==> src/rtl/fetch_pkg.sv <==
// Shared types and constants for the instruction fetch unit.
package fetch_pkg;

  localparam int INSTR_W = 32;

  typedef enum logic [1:0] {
    PC_HOLD = 2'b00,
    PC_INC  = 2'b01,
    PC_BR   = 2'b10,
    PC_REG  = 2'b11
  } pc_sel_e;

  typedef enum logic {
    S_IDLE  = 1'b0,
    S_FETCH = 1'b1
  } fetch_state_e;

endpackage

==> src/rtl/instr_fetch_if.sv <==
// Next-PC request/response bundle between the fetch controller and pc_next.
interface instr_fetch_if
  import fetch_pkg::*;
#(
  parameter int ADDR_W = 64
) ();

  logic [ADDR_W-1:0] pc;
  pc_sel_e           sel;
  logic [25:0]       br_offset;
  logic [ADDR_W-1:0] reg_target;
  logic [ADDR_W-1:0] next_pc;
  logic              misalign;

  modport master (output pc, sel, br_offset, reg_target, input next_pc, misalign);
  modport slave  (input pc, sel, br_offset, reg_target, output next_pc, misalign);

endinterface

==> src/rtl/pc_next.sv <==
// Combinational next-PC selector; a misaligned register target holds the PC and flags it.
module pc_next
  import fetch_pkg::*;
#(
  parameter int ADDR_W = 64
) (
  instr_fetch_if.slave nx
);

  logic [ADDR_W-1:0] w_br_disp;

  // Word offset is sign-extended to the full PC width before scaling to bytes.
  assign w_br_disp = {{(ADDR_W-26){nx.br_offset[25]}}, nx.br_offset} << 2;

  // NOTE: every output gets a default before the case so no path infers a latch.
  always_comb begin
    nx.next_pc  = nx.pc;
    nx.misalign = 1'b0;
    unique case (nx.sel)
      PC_HOLD: ;
      PC_INC:  nx.next_pc = nx.pc + ADDR_W'(4);
      PC_BR:   nx.next_pc = nx.pc + w_br_disp;
      PC_REG: begin
        if (nx.reg_target[1:0] != 2'b00) nx.misalign = 1'b1;
        else                             nx.next_pc  = nx.reg_target;
      end
    endcase
  end

endmodule

==> src/rtl/instr_fetch.sv <==
// Instruction fetch unit: PC register, two-state fetch FSM with ready timeout, instruction latch.
module instr_fetch
  import fetch_pkg::*;
#(
  parameter int ADDR_W  = 64,
  parameter int TIMEOUT = 15
) (
  input  logic               clock,
  input  logic               reset_n,
  input  logic               IL,
  input  logic               PC_EN,
  input  logic [1:0]         PC_SEL,
  input  logic [25:0]        BR_OFFSET,
  input  logic [ADDR_W-1:0]  REG_TARGET,
  input  logic [INSTR_W-1:0] MEM_RDATA,
  input  logic               MEM_READY,
  output logic [ADDR_W-1:0]  ADDR,
  output logic               RCS,
  output logic               RR,
  output logic               EN_ADDR_PC,
  output logic [INSTR_W-1:0] Inst,
  output logic [ADDR_W-1:0]  PC,
  output logic               INST_VALID,
  output logic               BUSY,
  output logic               FAULT
);

  localparam int CNT_W = $clog2(TIMEOUT + 1);

  fetch_state_e       r_state, w_state_next;
  logic [ADDR_W-1:0]  r_pc;
  logic [INSTR_W-1:0] r_inst;
  logic               r_inst_valid;
  logic               r_fault;
  logic [CNT_W-1:0]   r_cnt;
  logic               w_done, w_timeout, w_busy, w_pc_update;

  instr_fetch_if #(.ADDR_W(ADDR_W)) w_nx ();

  assign w_nx.pc         = r_pc;
  assign w_nx.sel        = pc_sel_e'(PC_SEL);
  assign w_nx.br_offset  = BR_OFFSET;
  assign w_nx.reg_target = REG_TARGET;

  pc_next #(.ADDR_W(ADDR_W)) u_pc_next (.nx(w_nx.slave));

  always_comb begin
    w_state_next = r_state;
    w_done       = 1'b0;
    w_timeout    = 1'b0;
    w_busy       = 1'b0;
    ADDR         = '0;
    unique case (r_state)
      S_IDLE: begin
        if (IL) w_state_next = S_FETCH;
      end
      S_FETCH: begin
        w_busy = 1'b1;
        ADDR   = r_pc;
        if (MEM_READY) begin
          w_done       = 1'b1;
          w_state_next = S_IDLE;
        end else if (r_cnt == CNT_W'(TIMEOUT - 1)) begin
          w_timeout    = 1'b1;
          w_state_next = S_IDLE;
        end
      end
    endcase
  end

  // PC_EN only takes effect in IDLE; with IL in the same cycle the fetch sees the new PC.
  assign w_pc_update = (r_state == S_IDLE) && PC_EN;

  // NOTE: sequential state uses non-blocking assignments so all registers update together.
  always_ff @(posedge clock or negedge reset_n) begin
    if (!reset_n) r_state <= S_IDLE;
    else          r_state <= w_state_next;
  end

  always_ff @(posedge clock or negedge reset_n) begin
    if (!reset_n) begin
      r_pc         <= '0;
      r_inst       <= '0;
      r_inst_valid <= 1'b0;
      r_fault      <= 1'b0;
      r_cnt        <= '0;
    end else begin
      r_inst_valid <= w_done;
      if (w_done) r_inst <= MEM_RDATA;

      if (r_state == S_FETCH && !w_done && !w_timeout) r_cnt <= r_cnt + CNT_W'(1);
      else                                             r_cnt <= '0;

      if (w_pc_update) r_pc <= w_nx.next_pc;

      // A misaligned target in the accepting cycle wins over the clear from IL.
      if ((w_pc_update && w_nx.misalign) || w_timeout) r_fault <= 1'b1;
      else if (r_state == S_IDLE && IL)                r_fault <= 1'b0;
    end
  end

  assign RCS        = w_busy;
  assign RR         = w_busy;
  assign EN_ADDR_PC = w_busy;
  assign BUSY       = w_busy;
  assign Inst       = r_inst;
  assign PC         = r_pc;
  assign INST_VALID = r_inst_valid;
  assign FAULT      = r_fault;

endmodule

==> config.mk <==
export PLATFORM = sky130hd
export DESIGN_NAME = instr_fetch
export DESIGN_NICKNAME = d
export VERILOG_FILES = /design/src/rtl/fetch_pkg.sv /design/src/rtl/instr_fetch_if.sv /design/src/rtl/pc_next.sv /design/src/rtl/instr_fetch.sv
export SDC_FILE = /design/constraint.sdc
export NUM_CORES = 1
export LEC_CHECK = 0
export ABC_AREA = 1
export ABC_CLOCK_PERIOD_IN_PS = 2870
export CORE_ASPECT_RATIO = 1.5
export CORE_MARGIN = 1.5
export CORE_UTILIZATION = 44
export DETAILED_ROUTE_END_ITERATION = 8
export PLACE_DENSITY = 0.82
export SYNTH_ARGS = -nofsm -noshare
export SYNTH_HDL_FRONTEND = slang
export SYNTH_HIERARCHICAL = 1
export SYNTH_SLANG_ARGS = --single-unit
==> constraint.sdc <==
create_clock -name clock -period 2.87 [get_ports clock]
set_input_delay 0.4305 -clock clock [delete_from_list [all_inputs] [get_ports clock]]
set_output_delay 0.4305 -clock clock [all_outputs]
set_load 0.02 [all_outputs]
==> impl_metrics.tcl <==
set metrics [dict create \
    cts_root_buf "clkbuf_16" \
    fmax_ghz 0.363 \
    ant_nets 0 \
    gr-total-overflow 0 \
    die_h_um 201 \
    synthTopCellsByArea "nand2_1, dfrtp_1, inv_1, nand3_1, nor2_1" \
    status "finished, final reports clean" \
    final_cell_mix "nand2_1, inv_1, clkdlybuf4s50_1" \
    numCtsBuffers 9 \
    grt_max_degree 66 \
    syn_to_final_growth_pct 57.5 \
    hold_path_class "primary input to async pin" \
    setup-violations-final 0 \
    core_sq_mm 0.0258 \
    port_buffers 294 \
    synth_nets 2276 \
    vdd_drop_max_mv 0.457 \
    gp_congestion 0.976 \
    final_cells 2985 \
    place_hpwl_mm 42.3 \
    end_kind "flip-flop" \
    finalSetupTns_ns 0 \
    yosys_warnings 6 \
    tightest_slew_ns 0.755 \
    synth_top_area_cell "nand2_1" \
    routed_wl_mm 55.7 \
    period_minus_slack_ns 2.75 \
    clkPwrFrac_pct 13.5 \
    critPathLaunchType "primary input" \
    die_w_um 135 \
    period_share_pct 95.9 \
    synth_seq_cells 103 \
    maxCapViolCount 0 \
    cellPowerDensity_mw_per_mm2 562 \
    insertedDiodeCount 0 \
    routedWlPerCell_um 18.7 \
    grt_pass1_vias 15800 \
    finalNetCount 2809 \
    final_hold_viol_count 0 \
    maxSlewViolCount 0 \
    cts_htree_levels 3 \
    worstPathRequired_ns 3.20 \
    critPathMostFrequentCell "nand2_1" \
    yosysSeqAreaShare_pct 22.4 \
    worstPathMaxFanout 8 \
    p_int_mw 5.32 \
    worstPathCellList "clkbuf_2 -> inv_2 -> ha_4 -> buf_12 -> nand2_1 -> inv_1 -> ha_1 -> nand2_2 -> inv_1 -> nand2_1 -> nand2_1 -> inv_1 -> nand2_1 -> nand3_1 -> nand2_1 -> nand3_1 -> nand2_2 -> nand2_2 -> nand3_1 -> nand3_2 -> a21oi_1 -> nand2_1 -> nand2_1" \
    first_pass_iters 6 \
    slowest_delay_ns 0.33 \
    dieArea_sq_mm 0.0271 \
    ys_types 34 \
    drtIter0Drc 1137 \
    cts_sinks 103 \
    antenna_found_initial 0 \
    max_slew_margin_pct 49.6 \
    syn_area_per_cell_sq_um 5.44 \
    clock_latency_ns 0.39 \
    worstSetupPathType "primary input to flip-flop" \
    synth.top_cell.area_share_pct 30.2 \
    setup_ws_ns 0.118 \
    finClkSkew_ns 0.0119 \
    drc_errors 0 \
    synth_edf_count 0 \
    path_clk_slew_ns 0.08 \
    utilization_pct 70.3 \
    power_leakage_nw 10.3 \
    async_reset_ff_share_pct 100 \
    layout_commonest_cell "nand2_1" \
    swShare_pct 47.8 \
    track_usage_pct 40.6 \
    pwr-share-seq_pct 23.9 \
    layout-drive-gt1-share_pct 21.1 \
    p_sw_mw 4.86 \
    power_mw 10.2 \
    start_util_pct 44.6 \
    route.vias.total 15900 \
    critical_path.slowest_cell "ha_1" \
    dpl.cell_count 2956 \
    pwr-share-comb_pct 62.6 \
    arrival_ns 3.08 \
    cts_tree "yes" \
    ios 295 \
    dp_slack_ns -1.07 \
    netlist_instances 2114 \
    core.rowCount 72 \
    syn_area_sq_mm 0.0115 \
    via_per_inst 5.32 \
    grt_pass1_wl_mm 84.0 \
    rsz0062_at_grt "true" \
    ys.flop_type "dfrtp_1" \
    r2r_setup_slack_ns 0.34 \
    cts.path.max_buffers 2 \
]
[power by group through the flow]
stage | Clock (mW) | Combinational (mW) | Sequential [mW]
floorplan | 0 | 2.49 | 2.77
global placement | 0 | 5.79 | 2.40
detailed placement | 0 | 5.90 | 2.42
CTS | 1.39 | 6.09 | 2.41
global route | 1.44 | 6.85 | 2.49
finish | 1.37 | 6.37 | 2.44
[final timing paths]
| path | end | cells after the start | start |
|---|---|---|---|
| min in group clock | Inst[15] | 2 | Inst[15] |
| setup reg to reg | PC[35] | 19 | PC[4] |
| hold / removal | PC[52] | 1 | reset_n |
| hold reg to reg | Inst[15] | 2 | Inst[15] |
| max in group asynchronous | Inst[20] | 2 | reset_n |
| setup / recovery | PC[49] | 23 | PC_SEL[0] |
[synth_stat cells, drive strengths merged, types with 2 or more instances]
library cell  count
nand2           931
inv             363
nor2            177
nand3           158
dfrtp           103
a21oi           102
a221oi           53
buf              50
o21ai            46
ha               32
clkbuf           26
nand4            22
a22oi            20
a21o              5
a41oi             4
or2               4
nor3              3
o21bai            3
xnor2             3
a22o              2
o211ai            2
[cell type report]
cell class / instances / area, sq um
Sequential cell: 103 / 2580
Clock buffer: 9 / 225
Tap cell: 333 / 417
Fill cell: 2284 / 7650
Multi-Input combinational cell: 1572 / 7970
Timing Repair Buffer: 598 / 5480
Clock inverter: 7 / 88.8
Inverter: 363 / 1360
[worst max-delay path: cells and delay by family]
family / cells / cell delay (ns)
AOI/OAI and AO/OA: 1 / 0.18
buffers and inverters: 6 / 0.48
and+or+nand+nor: 14 / 1.43
adders and majority gates: 2 / 0.55
[metrics by stage]
stage               cell area, sq um  hold slack (ns)
floorplan                      11500            0.135
global placement               16800            0.461
detailed placement             16800            0.464
CTS                            17600           0.0990
global route                   18100            0.139
finish                         18100           0.0725
[cell families after synthesis]
family | after synthesis | share of synthesized area, %
AND/OR/NAND/NOR | 1297 | 45.1
flip-flops | 103 | 22.4
adder cells (fa/ha/maj) | 33 | 3.66
buffers and inverters | 439 | 15.5
XOR/XNOR | 4 | 0.305
AO/OA/AOI/OAI | 238 | 13.0
[metal layers]
layer,GRT usage [%],wire length (um)
met1,39.9,18800
met2,70.9,27900
met3,9.14,3800
met4,35.2,5100
met5,0,0
[state kept, by name, indices dropped and copies added, names as in the netlist]
signal      cells
PC             64
r_cnt           4
INST_VALID      1
r_state         1
FAULT           1
Inst           32
[what timing repair did]
action	CTS	global route
gates cloned	2	2
pin swaps	16	31
setup buffers	2	7
resized for setup	104	127
hold buffers	0	0
endpoints found under the setup margin	55	48
(Power assumes the default switching activity.)
